`config.mk`:
```
export PLATFORM = sky130hd
export DESIGN_NAME = lcd_bus_arbiter
export DESIGN_NICKNAME = d
export VERILOG_FILES = /design/src/rtl/lcd_bus_arbiter.sv
export SDC_FILE = /design/constraint.sdc
export NUM_CORES = 1
export LEC_CHECK = 0
export CAP_MARGIN = 30
export CORE_MARGIN = 5
export CORE_UTILIZATION = 30
export DETAILED_ROUTE_END_ITERATION = 8
export PLACE_DENSITY_LB_ADDON = 0.05
export SYNTH_ARGS = -nofsm -noshare
export SYNTH_HDL_FRONTEND = slang
export SYNTH_SLANG_ARGS = --single-unit
export TNS_END_PERCENT = 100
```
`constraint.sdc`:
```
create_clock -name clk2 -period 5.7 [get_ports clk2]
set_input_delay 0.57 -clock clk2 [delete_from_list [all_inputs] [get_ports clk2]]
set_output_delay 0.57 -clock clk2 [all_outputs]
set_load 0.02 [all_outputs]
```
`src/rtl/lcd_bus_arbiter.sv`:
```
// lcd_bus_arbiter
//
// Shares one HD44780-style LCD write bus between two byte producers. Each
// accepted byte is driven through a setup / enable-pulse / hold sequence,
// followed by a busy wait. The wait is longer for clear and home commands.
// Arbitration runs only while idle:
//   - A locked owner keeps the bus.
//   - Otherwise a single valid requester wins.
//   - Otherwise ties alternate round-robin.
//
// Parameters (all counts are in clk2 cycles):
//   T_SU        : rs/db stable time before lcd_e rises
//   T_EN        : lcd_e high time
//   T_HOLD      : rs/db hold time after lcd_e falls
//   T_WAIT      : busy wait after an ordinary byte
//   T_WAIT_LONG : busy wait after clear/home commands
//
// Ports:
//   clk2, rst                  : rising-edge clock, synchronous active-high reset
//   reqN_valid/rs/data/lock    : requester N byte, register select, bus lock
//   reqN_ready                 : one-cycle pulse when requester N's byte is taken
//   grant[1:0]                 : one-hot current owner, 00 = none
//   lcd_rs, lcd_e, lcd_db[7:0] : LCD bus
//   busy                       : high whenever a transfer or its wait is running
module lcd_bus_arbiter #(
  parameter int T_SU        = 2,
  parameter int T_EN        = 12,
  parameter int T_HOLD      = 2,
  parameter int T_WAIT      = 40,
  parameter int T_WAIT_LONG = 1640
) (
  input  logic       clk2,
  input  logic       rst,
  input  logic       req0_valid,
  input  logic       req0_rs,
  input  logic [7:0] req0_data,
  input  logic       req0_lock,
  output logic       req0_ready,
  input  logic       req1_valid,
  input  logic       req1_rs,
  input  logic [7:0] req1_data,
  input  logic       req1_lock,
  output logic       req1_ready,
  output logic [1:0] grant,
  output logic       lcd_rs,
  output logic       lcd_e,
  output logic [7:0] lcd_db,
  output logic       busy
);

  typedef enum logic [2:0] {
    S_IDLE,
    S_SETUP,
    S_ENABLE,
    S_HOLD,
    S_WAIT
  } state_t;

  localparam logic [10:0] SU_LOAD   = 11'(T_SU - 1);
  localparam logic [10:0] EN_LOAD   = 11'(T_EN - 1);
  localparam logic [10:0] HOLD_LOAD = 11'(T_HOLD - 1);
  localparam logic [10:0] WAIT_LOAD = 11'(T_WAIT - 1);
  localparam logic [10:0] LONG_LOAD = 11'(T_WAIT_LONG - 1);

  state_t      state_q, state_d;
  logic [10:0] cnt_q, cnt_d;
  logic [1:0]  grant_q, grant_d;
  logic        last_q, last_d;
  logic        rs_q, rs_d;
  logic [7:0]  data_q, data_d;
  logic        lcd_e_q, lcd_e_d;
  logic        lcd_rs_q, lcd_rs_d;
  logic [7:0]  lcd_db_q, lcd_db_d;

  logic [1:0]  sel;
  logic [1:0]  accept;
  logic        owner_locked;
  logic        is_long;
  logic        drive_d;

  always_comb begin
    state_d  = state_q;
    cnt_d    = cnt_q;
    grant_d  = grant_q;
    last_d   = last_q;
    rs_d     = rs_q;
    data_d   = data_q;
    sel      = 2'b00;
    accept   = 2'b00;

    owner_locked = (grant_q[0] & req0_lock) | (grant_q[1] & req1_lock);
    // Clear display (01) and return home (02/03) need the long wait.
    is_long = ~rs_q && (data_q == 8'h01 || data_q == 8'h02 || data_q == 8'h03);

    unique case (state_q)
      S_IDLE: begin
        // A locked owner keeps the bus even with no byte pending.
        // last_q = 1 means requester 1 was served last, so 0 wins a tie.
        if (owner_locked) begin
          sel = grant_q;
        end else if (req0_valid && req1_valid) begin
          sel = last_q ? 2'b01 : 2'b10;
        end else if (req0_valid) begin
          sel = 2'b01;
        end else if (req1_valid) begin
          sel = 2'b10;
        end
        grant_d = sel;
        accept  = sel & {req1_valid, req0_valid};
        if (accept[0]) begin
          rs_d   = req0_rs;
          data_d = req0_data;
        end else if (accept[1]) begin
          rs_d   = req1_rs;
          data_d = req1_data;
        end
        if (accept != 2'b00) begin
          last_d  = accept[1];
          cnt_d   = SU_LOAD;
          state_d = S_SETUP;
        end
      end
      S_SETUP: begin
        if (cnt_q == 11'd0) begin
          state_d = S_ENABLE;
          cnt_d   = EN_LOAD;
        end else begin
          cnt_d = cnt_q - 11'd1;
        end
      end
      S_ENABLE: begin
        if (cnt_q == 11'd0) begin
          state_d = S_HOLD;
          cnt_d   = HOLD_LOAD;
        end else begin
          cnt_d = cnt_q - 11'd1;
        end
      end
      S_HOLD: begin
        if (cnt_q == 11'd0) begin
          state_d = S_WAIT;
          cnt_d   = is_long ? LONG_LOAD : WAIT_LOAD;
        end else begin
          cnt_d = cnt_q - 11'd1;
        end
      end
      S_WAIT: begin
        if (cnt_q == 11'd0) begin
          state_d = S_IDLE;
        end else begin
          cnt_d = cnt_q - 11'd1;
        end
      end
      default: begin
        state_d = S_IDLE;
        cnt_d   = 11'd0;
      end
    endcase

    // The LCD pins come from flops fed by the next state. This keeps them
    // glitch-free and still aligned with the state they belong to.
    drive_d  = (state_d == S_SETUP) || (state_d == S_ENABLE) || (state_d == S_HOLD);
    lcd_e_d  = (state_d == S_ENABLE);
    lcd_rs_d = drive_d & rs_d;
    lcd_db_d = drive_d ? data_d : 8'h00;
  end

  always_ff @(posedge clk2) begin
    if (rst) begin
      state_q  <= S_IDLE;
      cnt_q    <= 11'd0;
      grant_q  <= 2'b00;
      last_q   <= 1'b1;
      rs_q     <= 1'b0;
      data_q   <= 8'h00;
      lcd_e_q  <= 1'b0;
      lcd_rs_q <= 1'b0;
      lcd_db_q <= 8'h00;
    end else begin
      state_q  <= state_d;
      cnt_q    <= cnt_d;
      grant_q  <= grant_d;
      last_q   <= last_d;
      rs_q     <= rs_d;
      data_q   <= data_d;
      lcd_e_q  <= lcd_e_d;
      lcd_rs_q <= lcd_rs_d;
      lcd_db_q <= lcd_db_d;
    end
  end

  // Ready is suppressed while reset is high: a byte taken then would be lost.
  assign req0_ready = accept[0] & ~rst;
  assign req1_ready = accept[1] & ~rst;
  assign grant      = grant_q;
  assign lcd_e      = lcd_e_q;
  assign lcd_rs     = lcd_rs_q;
  assign lcd_db     = lcd_db_q;
  assign busy       = (state_q != S_IDLE);

endmodule

```
Word-level counts from Yosys, hierarchy flattened:

Cells that the tools add are included.

* add/subtract/negate cells: 1
* equality and inequality tests: 12
* muxes and demuxes: 26
* bitwise operators: 10
* reduce and logical (&&, ||, !) cells: 13

Operators by type and width (number)
* 11-bit 2-to-1 mux: 6
* 11-bit case mux with 5 select lines: 1
* 8-bit 2-to-1 mux: 3
* 8-bit by 2-bit == test with 1-bit output (second input constant): 2
* 3-bit 2-to-1 mux: 5
* 3-bit case mux with 5 select lines: 1
* 2-bit 2-to-1 mux: 7
* 3-bit by 2-bit == test with 1-bit output (second input constant): 4
* 11-bit logical NOT: 1
* 11-bit by 1-bit subtractor with 11-bit output (second input constant): 1
* 8-bit by 1-bit == test with 1-bit output (second input constant): 1
* 3-bit by 1-bit == test with 1-bit output (second input constant): 2
* 1-bit bitwise AND: 5
* 1-bit logical OR: 4
* 2-bit inequality test (second input constant): 2
* 2-bit AND reduction: 2
* 3-bit == test (second input constant): 1
* 3-bit logical NOT: 1
* 1-bit 2-to-1 mux: 3
* 1-bit NOT: 3
* 3-bit nonzero test: 1
* 2-bit bitwise AND: 1
* 1-bit logical AND: 2
* 2-bit nonzero test: 1
* 2 further kinds: 2

* bits in registers: 36
* bits of input ports: 24
* output and inout port bits: 15
* logic and storage cells: 71

Longest topological paths before layout:

* depth in word-level cells: 14
* gate-level depth with buffers: 10
* depth with buffers taken out: 8

Worst setup path before layout:

No wires, ideal clock.

* kind: flip-flop to output port
* start: register state_q[0]
* end: output port req0_ready
* data arrival time: 2091 ps
* path slack: 3039 ps
* cell stages (with the launch flop): 8
* path buffers: 3
* path through: dfxtp_1 -> buf_2 -> or2_2 -> clkbuf_1 -> nor2_1 -> inv_1 -> clkbuf_1 -> nor3_1

* cells in the longest elaborated chain, start to end: 3

Ends and longest elaborated chain
* start: declaration: line 65 `state_t state_q, state_d;`
* start signal: assignment: line 180 `state_q <= state_d;`
* 3-bit logical NOT: line 95 `unique case (state_q)`
* 2-bit 2-to-1 mux: line 95
* 1-bit bitwise AND: line 193 `assign req0_ready = accept[0] & ~rst;`
* end: declaration: line 38 `output logic req0_ready,`

No other way between the ends.

Worst setup path in the final report:

* start: register state_q[1]
* end: output port req1_ready

* cells in the longest elaborated chain, start to end: 3

Ends and longest elaborated chain
* 3-bit logical NOT: line 95
* 2-bit 2-to-1 mux: line 95
* 1-bit bitwise AND: line 194 `assign req1_ready = accept[1] & ~rst;`
* end: declaration: line 43 `output logic req1_ready,`

No other way between the ends.

==> flow_summary.json <==
{
  "run_status": "complete, no violations",
  "gr-usage-all-layers_pct": 13.9,
  "slew_headroom_pct": 47.4,
  "layout_commonest_cell": "clkdlybuf4s50_1",
  "first_iter_violations": 163,
  "synth-adder-area-share_pct": 0.672,
  "place_ws_ns": 2.68,
  "async_flop_share_pct": 0,
  "pin_count": 39,
  "post-route-min-period_ns": 3.35,
  "cts_buffer_depth": 2,
  "grt_pass1_vias": 1768,
  "final_area_um2": 2360,
  "synth-edff-count": 0,
  "cts_resized": 0,
  "holdBufCountCts": 0,
  "viasPerCell": 5.28,
  "routabilityCongestion": 0.777,
  "post_cts_buffers": 0,
  "synth_area_um2": 1860,
  "ys.flop_type": "dfxtp_1",
  "worst_pin_slew_ns": 0.785,
  "first_pass_iters": 4,
  "drv_cap": 0,
  "synth-seq-area-share_pct": 38.7,
  "rows": 28,
  "peakVddDrop_mv": 0.205,
  "synthCells": 221,
  "hold_viol": 0,
  "htreeDepth": 2,
  "crit_fanout": 16,
  "leakagePower_nw": 0.888,
  "io_buffers": 38,
  "syn_area_per_cell_um2": 8.42,
  "yosys.cell_types.count": 57,
  "antenna_found_initial": 0,
  "synth-seq-cells": 36,
  "dpl-instance-area_um2": 2270,
  "cts_inserted_buffers": 5,
  "critPathArrivalTime_ns": 2.78,
  "final_cell_mix": "clkdlybuf4s50_1, dfxtp_1, nor2_1",
  "ant_nets": 0,
  "clock_sinks": 36,
  "fin_tns_setup_ns": 0,
  "drv_slew": 0,
  "dieHeight_um": 88.8,
  "path_class": "flip-flop to output pin",
  "drc": 0,
  "die-area_um2": 7880,
  "hold_path.class": "flip-flop to flip-flop",
  "via_count": 1741,
  "period_share_pct": 58.7,
  "synth-simple-area-share_pct": 25.3,
  "grt_first_pass_wirelength_mm": 8.57,
  "fp.dieW_um": 88.8,
  "wirelength_mm": 4.93,
  "dpl.hpwl_mm": 3.58,
  "grt-ovfl-total": 0,
  "worstPathRequired_ns": 5.13,
  "antenna_cells": 0,
  "wl_per_cell_um": 14.9,
  "clkLatencyLatePin_ns": 0.29,
  "grt_max_degree": 24,
  "fin_nets": 279,
  "setup_viol": 0,
  "yosysWarnings": 0,
  "whs_ns": 0.471,
  "syn_nets": 246,
  "powerDensity_nw_per_um2": 619,
  "core-area_um2": 5990,
  "crit_path_start_kind": "flip-flop",
  "synth_compound_area_share_pct": 26.7,
  "synthMuxAreaShare_pct": 1.75,
  "clk_pin_slew_ns": 0.07,
  "final_layout_size_suffix_gt1_share_pct": 7.45,
  "area_growth_pct": 26.7,
  "grt_setup_unrepaired": "no",
  "critPathCaptureType": "output pin",
  "setup_ws_ns": 2.35,
  "max_freq_ghz": 0.299,
  "start_util_pct": 31.1,
  "cts_tree": "yes",
  "synth-xor-area-share_pct": 1.41,
  "skew_ns": 0.00418,
  "power_mw": 1.46,
  "root_buffer": "clkbuf_8",
  "synth_top_family_by_area": "compound AO/OA/AOI/OAI gates",
  "reg2reg_slack_ns": 3.19
}
## power breakdown
| part | internal [mW] | switching [mW] |
|---|---|---|
| Clock | 0.0986 | 0.0924 |
| Combinational | 0.357 | 0.479 |
| Sequential | 0.352 | 0.0815 |
## critical path, stage by stage (launching register included)
cell and delay [ns]:
dfxtp_1 0.43, or2_2 0.48, nor2_1 0.36, inv_1 0.32, nor3_1 0.25, clkdlybuf4s50_1 0.63
## synthesized netlist by cell type, types with 2 or more instances
cell type | number | area [µm²]
buf_2 | 4 | 20.0
nor4_1 | 3 | 18.8
o21ai_1 | 2 | 10.0
nand3b_1 | 3 | 22.5
inv_1 | 5 | 18.8
nor2_1 | 32 | 120
xor2_1 | 2 | 17.5
or3_1 | 8 | 50.1
o22ai_1 | 9 | 56.3
nor2b_1 | 2 | 12.5
nor3_1 | 7 | 35.0
o21ai_0 | 11 | 55.1
and3_1 | 2 | 12.5
and2_1 | 3 | 18.8
nand2_1 | 17 | 63.8
a32oi_1 | 3 | 26.3
o22a_1 | 10 | 87.6
a21o_1 | 2 | 15.0
a21oi_1 | 7 | 35.0
buf_6 | 2 | 22.5
a21boi_0 | 5 | 37.5
o211ai_1 | 2 | 15.0
nand2b_1 | 2 | 12.5
nand3_1 | 3 | 15.0
or2_2 | 2 | 12.5
dfxtp_1 | 36 | 721
clkbuf_1 | 7 | 26.3
## stage by stage
step                instances  util, %
finish                    330     39.3
global route              330     39.3
detailed placement        322     37.8
floorplan                 221        -
global placement          322     37.8
CTS                       330     39.3
## layer usage
layer	up-vias	global-route usage [%]	wire length, µm
met4	0	3.71	56
met1	817	18.6	2420
met3	7	4.84	303
met5	-	0	0
li1	876	-	-
met2	41	21.3	2150
## cell families after synthesis
kind of cell / after synthesis
AO/OA/AOI/OAI: 68
AND/OR/NAND/NOR: 91
flip-flops: 36
adder cells (fa/ha/maj): 1
buffers and inverters: 19
multiplexers: 3
XOR/XNOR: 3
## registers in the layout, indices dropped and copies added (netlist names)
register  cells
lcd_rs        1
rs_q          1
cnt_q        11
state_q       3
last_q        1
grant         2
lcd_e         1
lcd_db        8
data_q        8
## area by class of cell
type                       count  area (µm²)
clock buffer                   8        90.1
fill                         630        3630
inverter                       5        18.8
multi-input combinational    166        1040
sequential                    36         721
tap                           75        93.8
timing repair buffer          40         395
## final timing paths
| kind | startpoint | cells past startpoint | endpoint |
|---|---|---|---|
| worst max-delay path | state_q[1] | 5 | req1_ready |
| worst min-delay path | cnt_q[7] | 2 | cnt_q[7] |
| worst max register to register | state_q[1] | 6 | lcd_db[7] |
| worst min register to register | cnt_q[7] | 2 | cnt_q[7] |
No activity file was read; power rests on OpenSTA's default activity.
